**src/rtl/nibble_serial_adder.sv**
```systemverilog
// Multi-cycle WIDTH-bit adder that reuses a 4-bit ripple-carry stage,
// processing one nibble per clock from the LSB up and reporting carry and signed overflow.
module nibble_serial_adder #(
    parameter int unsigned WIDTH = 16
) (
    input  logic             clk,
    input  logic             reset,
    input  logic             start,
    input  logic [WIDTH-1:0] a,
    input  logic [WIDTH-1:0] b,
    input  logic             c_in,
    output logic             busy,
    output logic             done,
    output logic [WIDTH-1:0] sum,
    output logic             c_out,
    output logic             overflow
);

    localparam int unsigned N     = WIDTH / 4;
    localparam int unsigned IDX_W = (N > 1) ? $clog2(N) : 1;

    typedef enum logic [1:0] {
        IDLE = 2'd0,
        RUN  = 2'd1,
        DONE = 2'd2
    } state_t;

    state_t             state;
    logic [WIDTH-1:0]   op_a;
    logic [WIDTH-1:0]   op_b;
    logic               carry;
    logic [IDX_W-1:0]   idx;

    logic [3:0]         nib_a;
    logic [3:0]         nib_b;
    logic [4:0]         nib_sum;
    logic               last_nib;
    logic [IDX_W+1:0]   bit_pos;

    // 4-bit ripple-carry stage fed by the currently selected operand nibbles
    always_comb begin
        bit_pos  = {idx, 2'b00};
        nib_a    = 4'(op_a >> bit_pos);
        nib_b    = 4'(op_b >> bit_pos);
        nib_sum  = 5'(nib_a) + 5'(nib_b) + 5'(carry);
        last_nib = (idx == IDX_W'(N - 1));
    end

    always_ff @(posedge clk) begin
        if (reset) begin
            state    <= IDLE;
            op_a     <= '0;
            op_b     <= '0;
            carry    <= 1'b0;
            idx      <= '0;
            busy     <= 1'b0;
            done     <= 1'b0;
            sum      <= '0;
            c_out    <= 1'b0;
            overflow <= 1'b0;
        end else begin
            done <= 1'b0;
            case (state)
                RUN: begin
                    sum   <= (sum & ~(WIDTH'(4'hF) << bit_pos))
                           | (WIDTH'(nib_sum[3:0]) << bit_pos);
                    carry <= nib_sum[4];
                    idx   <= idx + IDX_W'(1);
                    if (last_nib) begin
                        c_out    <= nib_sum[4];
                        overflow <= (op_a[WIDTH-1] == op_b[WIDTH-1])
                                 && (nib_sum[3] != op_a[WIDTH-1]);
                        state    <= DONE;
                        busy     <= 1'b0;
                        done     <= 1'b1;
                    end
                end
                default: begin
                    // IDLE and DONE both accept a new operation; start in RUN is dropped
                    if (start) begin
                        op_a     <= a;
                        op_b     <= b;
                        carry    <= c_in;
                        idx      <= '0;
                        sum      <= '0;
                        c_out    <= 1'b0;
                        overflow <= 1'b0;
                        state    <= RUN;
                        busy     <= 1'b1;
                    end else begin
                        state <= IDLE;
                    end
                end
            endcase
        end
    end

endmodule

```
**config.mk**
```make
export PLATFORM = sky130hd
export DESIGN_NAME = nibble_serial_adder
export DESIGN_NICKNAME = d
export VERILOG_FILES = /design/src/rtl/nibble_serial_adder.sv
export SDC_FILE = /design/constraint.sdc
export NUM_CORES = 1
export LEC_CHECK = 0
export ABC_AREA = 0
export CAP_MARGIN = 20
export CORE_MARGIN = 4
export CORE_UTILIZATION = 35
export DETAILED_ROUTE_END_ITERATION = 8
export PLACE_DENSITY = 0.69
export SLEW_MARGIN = 10
export SYNTH_ARGS = -nofsm -noshare
export SYNTH_HDL_FRONTEND = slang
export SYNTH_SLANG_ARGS = --single-unit
```
**constraint.sdc**
```tcl
create_clock -name clk -period 3.4 [get_ports clk]
set_clock_uncertainty 0.05 [all_clocks]
set_input_delay 0.51 -clock clk [delete_from_list [all_inputs] [get_ports clk]]
set_output_delay 0.51 -clock clk [all_outputs]
set_load 0.1 [all_outputs]
```
==> results of run 1 <==
==> worst register-to-register path, stage by stage, from the launching register on <==
cell      delay (ps)
dfxtp_1          660
mux4_2           420
fa_1             450
fa_1             420
a21o_1           190
a21oi_1          170
nand2b_1         120
a21oi_1           60
==> cell usage after synthesis, types with 2 or more instances <==
master    instances  area share (%)
clkbuf_1          7             1.1
fa_1              2             1.6
nand3_1           4            0.81
buf_2             8             1.6
nand2_1          70              11
a21oi_1          42             8.5
a32oi_1           3             1.1
mux2i_1           3             1.2
nor2_1           20             3.0
nor3_1            3            0.61
nor2b_1           2            0.51
nor3_2            4             1.6
dfxtp_1          57              46
ha_1              7             3.5
a211oi_1          2            0.61
and2_1            2            0.51
or3b_1            4             1.4
mux4_2            8             7.3
a22oi_1           9             2.7
==> worst paths after layout <==
kind	cells past startpoint	slack, ps	end
worst max register to register	7	700	c_out
worst max-delay path	7	700	c_out
worst min-delay path	2	400	sum[11]
worst min register to register	2	400	sum[11]
==> kinds of logic (layout without fill, tap and decap cells) <==
family	Yosys count	after routing	share of synthesized area (%)
AOI/OAI and AO/OA	61	61	14.5
DFF	57	57	46.2
buffers and inverters	21	76	4.11
xor gates and xnor gates	1	1	0.355
adders and majority gates	9	9	5.17
and+or+nand+nor	115	115	21.1
muxes	11	11	8.52
==> power breakdown <==
part           total [uW]  leakage, uW  switching, uW  internal [uW]
registers             717     0.000465           19.7            697
clock network         773     0.000120            268            505
logic                 224     0.000637            128           95.7
total                1710      0.00122            416           1300
==> cell usage in the layout (no fill, tap or decap), types with 3 or more instances in the layout <==
cell,n
clkbuf_8,10
clkdlybuf4s50_1,54
a21oi_1,42
a22oi_1,9
mux2i_1,3
mux4_2,8
buf_4,3
or3b_1,4
nand2_1,70
a32oi_1,3
bufinv_16,3
dfxtp_1,57
nor2_1,20
nor3_1,3
ha_1,7
nor3_2,4
nand3_1,4
==> sequential cells by signal, summed over array words and instances, names as in the netlist, 2 cells and up <==
signal	cells
op_a	16
sum	16
op_b	16
state	2
idx	2
==> stage by stage <==
step,setup slack [ps],std cells,util (%),total power [uW],hold slack (ps)
after floorplan,629,275,-,878,383
after global placement,784,410,44.8,953,394
after detailed placement,699,410,44.8,956,395
after CTS,695,426,48.4,1730,405
after global routing,546,426,48.4,1780,420
final,705,426,48.4,1710,403
==> per-layer routing <==
| metal | up-vias | wire, um | track usage (%) |
|---|---|---|---|
| li1 | 1049 | - | - |
| met1 | 961 | 2690 | 17.7 |
| met2 | 63 | 2530 | 20.4 |
| met3 | 8 | 362 | 4.68 |
| met4 | 0 | 80 | 6.31 |
| met5 | - | 0 | 0 |
==> cell type report <==
type,instances,area share [%]
tap,96,3.63
timing repair buffer,58,17.2
sequential,57,34.5
multi-input combinational,197,37.1
clock buffer,11,4.28
clock inverter,5,3.10
inverter,2,0.227
==> results.yml, run 1 <==
finish:
  fill_cells: 689
  num_antenna_cells: 0
  fin_nets: 370
  drive_above_1_share_pct: 10.3
  fin_area_um2: 3310
  seqCellArea_um2: 1140
  multi_input_area_um2: 1220
  area_delta_synth_final_pct: 34.0
clocking:
  path_clk_slew_ps: 60
  h-tree-depth: 3
  cts_made_buffers: 9
  post_cts_buffers: 0
  tritoncts: "yes"
  cts_hold_buffers: 0
  root_buffer: "clkbuf_8"
  clock_path_buffers: 2
  worstSkewPairLatency_ps: 340
  cts_resized: 0
  numClockSinks: 57
global_routing:
  overflow: 0
  grt_pass1_vias: 1933
  grt_pass1_wl_mm: 9.11
  grt_max_degree: 58
  antenna_found_initial: 0
  grtUsageTotal_pct: 13.6
timing:
  fin_setup_tns_ps: 0
  timing.final.hold_violations: 0
  rsz0062_at_grt: "no"
  setup-violations-final: 0
  worst_slew_pin_slew_ps: 1010
  drv_slew: 0
  final.min_clock_period_ps: 2700
  relSlewSlack_pct: 32.9
  fmax_ghz: 0.371
  post-route-period-util_pct: 79.3
floorplanning:
  initial_core_util_pct: 36.1
  die_h_um: 92.0
  rows: 30
  core-area_um2: 6830
  dieArea_um2: 8460
  die_x_um: 92.0
  ioPinCount: 56
synthesis:
  ys_types: 37
  yosysWarnings: 0
  syn-mean-instance-area_um2: 8.97
  synthArstFlopShare_pct: 0
  synth_cells: 275
  yosysSeqAreaShare_pct: 46.2
  synthesis.area_um2: 2470
  synth-edff-count: 0
  synth-main-ff-cell: "dfxtp_1"
  synth_fp_nets: 320
  ys_ff_latch: 57
drt:
  drc: 0
  dr.pass1.iters: 4
  routed_wl_mm: 5.66
  viasPerCell: 4.88
  vias: 2081
  ant_nets: 0
  wl_per_cell_um: 13.3
  drt_iter0_markers: 74
worst_setup_path:
  worst_path_largest_cell_delay_ps: 660
  cpLargestDelayFamily: "adder cells"
  critPathArrivalTime_ps: 2830
  timing.rr.start: "idx[1]"
  timing.critical_path.from: "idx[1]"
  crit_buf_inv: 0
  path_class: "reg2reg"
  slowest_stage: "dfxtp_1"
  cp.required_ps: 3530
  path_cells: "mux4_2 > fa_1 > fa_1 > a21o_1 > a21oi_1 > nand2b_1 > a21oi_1"
  cp-start-kind: "flop"
  cp_max_fo: 13
  crit_path_end_kind: "flop"
placement:
  dpl.hpwl_mm: 4.12
  gp_congestion: 0.809
  port_buffers: 55
  dpl_cell_area_um2: 3060
min_path:
  min_from: "sum[11]"
  hp-class: "reg2reg"
run_status:
  status: "finished clean"
pwr:
  p_leak_uw: 0.00122
  peakVddDrop_mv: 0.216
  power.density_nw_per_um2: 518
flow_run:
  maxCapViolCount: 0
(Power assumes the default switching activity.)
==> run 2: changes to the inputs <==
Settings changed: PLACE_DENSITY 0.69 to 0.71.
Clock period 3.4 ns to 2.25 ns, I/O delays scaled along.
==> run 2 against run 1 <==
Net effect:
- the flow now finishes with violations (negative setup slack)
- sequential cell count is the same
- sequential power is 51% higher
- cell count is 2.6% higher
- hold slack worse by 4.2 ps
- sequential share of layout area down 0.82 points
- register-to-register slack lost 800 ps
- count of clock-buffer cells in the layout stayed put
- cell area grew 2.8%
- utilization rose by 1.3 points
- critical path type unchanged
- critical endpoint is now sum[10]
- largest cell class unchanged
- largest power group is now sequential cells
==> results.yml, run 2 (same netlist as run 1, synthesis figures left out) <==
floorplanning:
  ioPinCount: 56
  dieArea_um2: 8460
  initial_core_util_pct: 36.1
  die_x_um: 92.0
  die_h_um: 92.0
  rows: 30
  core-area_um2: 6830
placement:
  dp.cells: 421
  dpl_cell_area_um2: 3110
  dpl.hpwl_mm: 4.23
  port_buffers: 55
  gp_congestion: 0.840
worst_setup_path:
  crit_path_end_kind: "flop"
  slowest_stage: "mux4_2"
  crit_cells: 7
  worst_path_largest_cell_delay_ps: 520
  cp.required_ps: 2410
  cp_max_fo: 5
  crit_top_cell: "fa_2"
  path_class: "reg2reg"
  cpLargestDelayFamily: "adder cells"
  cp-start-kind: "flop"
  critPathArrivalTime_ps: 2510
  rr_worst_depth: 7
  crit_buf_inv: 1
  path_cells: "mux4_2 > fa_2 > fa_2 > buf_4 > xor2_4 > a22oi_2 > nor2_1"
finish:
  fill_cells: 677
  drive_above_1_share_pct: 23.8
  area_delta_synth_final_pct: 37.7
  postLayoutCoreUtil_pct: 49.7
  mostFrequentLayoutCell: "nand2_1"
  fin_nets: 381
  num_antenna_cells: 0
  instances_no_fill: 437
  final_cell_mix: "nand2_1 (70), dfxtp_1 (56), a21oi_1 (39), clkdlybuf4s50_1 (34), buf_4 (33)"
  top_regs: "op_a: 16 flops, op_b: 16 flops, sum: 16 flops"
  fin_area_um2: 3400
timing:
  worst_slew_pin_slew_ps: 524
  fin_hold_ws_ps: 399
  rsz0062_at_grt: "yes"
  final.min_clock_period_ps: 2350
  fmax_ghz: 0.426
  post-route-period-util_pct: 104
  drv_slew: 0
  relSlewSlack_pct: 65.1
  fin_ws_ps: -95.5
  setup-violations-final: 9
  timing.final.hold_violations: 0
pwr:
  power.density_nw_per_um2: 708
  peakVddDrop_mv: 0.310
  power_uw: 2400
  p_leak_uw: 0.00129
min_path:
  hp-class: "in2reg"
  hold_path_depth: 2
flow_run:
  maxCapViolCount: 0
clocking:
  clock_path_buffers: 2
  path_clk_slew_ps: 70
  cts_hold_buffers: 0
  tritoncts: "yes"
  cts_made_buffers: 9
  h-tree-depth: 3
  numClockSinks: 57
  root_buffer: "clkbuf_8"
  worstSkewPairLatency_ps: 340
drt:
  dr.pass1.iters: 4
  wl_per_cell_um: 13.5
  vias: 2139
  ant_nets: 0
  routed_wl_mm: 5.90
  viasPerCell: 4.89
  drt_iter0_markers: 100
  drc: 0
global_routing:
  busiest_layer: "met2"
  overflow: 0
  grt_use_met1_pct: 17.4
  grt_pass1_vias: 1980
  grt_pass1_wl_mm: 9.38
  grtUsageMet3_pct: 4.51
  met2_usage_pct: 22.9
  grtUsageTotal_pct: 14.1
  grt_max_degree: 34
  antenna_found_initial: 0
run_status:
  status: "complete, but fails checks"
  violations: "negative setup slack"
[run 2: layer usage]
layer,up-vias,share of wire [%]
li1,1068,-
met1,989,45
met2,69,47
met3,13,6.4
met4,0,1.8
met5,-,0
[run 2: path summary, 6_finish.rpt]
check | start | end | slack (ps)
worst max-delay path | idx[0] | sum[10] | -100
worst min-delay path | reset | sum[9] | 400
worst max register to register | idx[0] | sum[10] | -100
worst min register to register | op_b[14] | op_b[14] | 410
[run 2: metrics by stage]
step           worst slack (ps)  TNS (ps)
6_report                  -95.5      -629
5_1_grt                    -204     -1670
4_1_cts                   -57.4      -387
3_5_place_dp              -92.2      -639
3_3_place_gp              -74.5      -319
2_1_floorplan              -156      -790
[run 2: cell type report]
type                    instances  area, um2  share of cell area, %
clock buffers                  11        141                   4.16
inverters                       2       7.51                  0.221
well taps                      96        120                   3.54
repair buffers                 69        604                   17.8
flip-flops and latches         57       1140                   33.7
multi-input cells             197       1320                   39.0
clock inverters                 5       55.1                   1.62
[run 2: where the power goes]
group	leakage (uW)	switching (uW)	internal, uW
combinational	0.000728	214	173
sequential	0.000466	29.2	1050
clock	0.0000953	398	537
total	0.00129	641	1760
[run 2: what timing repair did]
| item | in CTS | in global routing |
|---|---|---|
| gates resized for setup | 4 | 9 |
| setup endpoints to repair | 9 | 15 |
| buffers inserted | 0 | 1 |
| pin swaps | 3 | 7 |
| endpoints found under the hold margin | 0 | 0 |
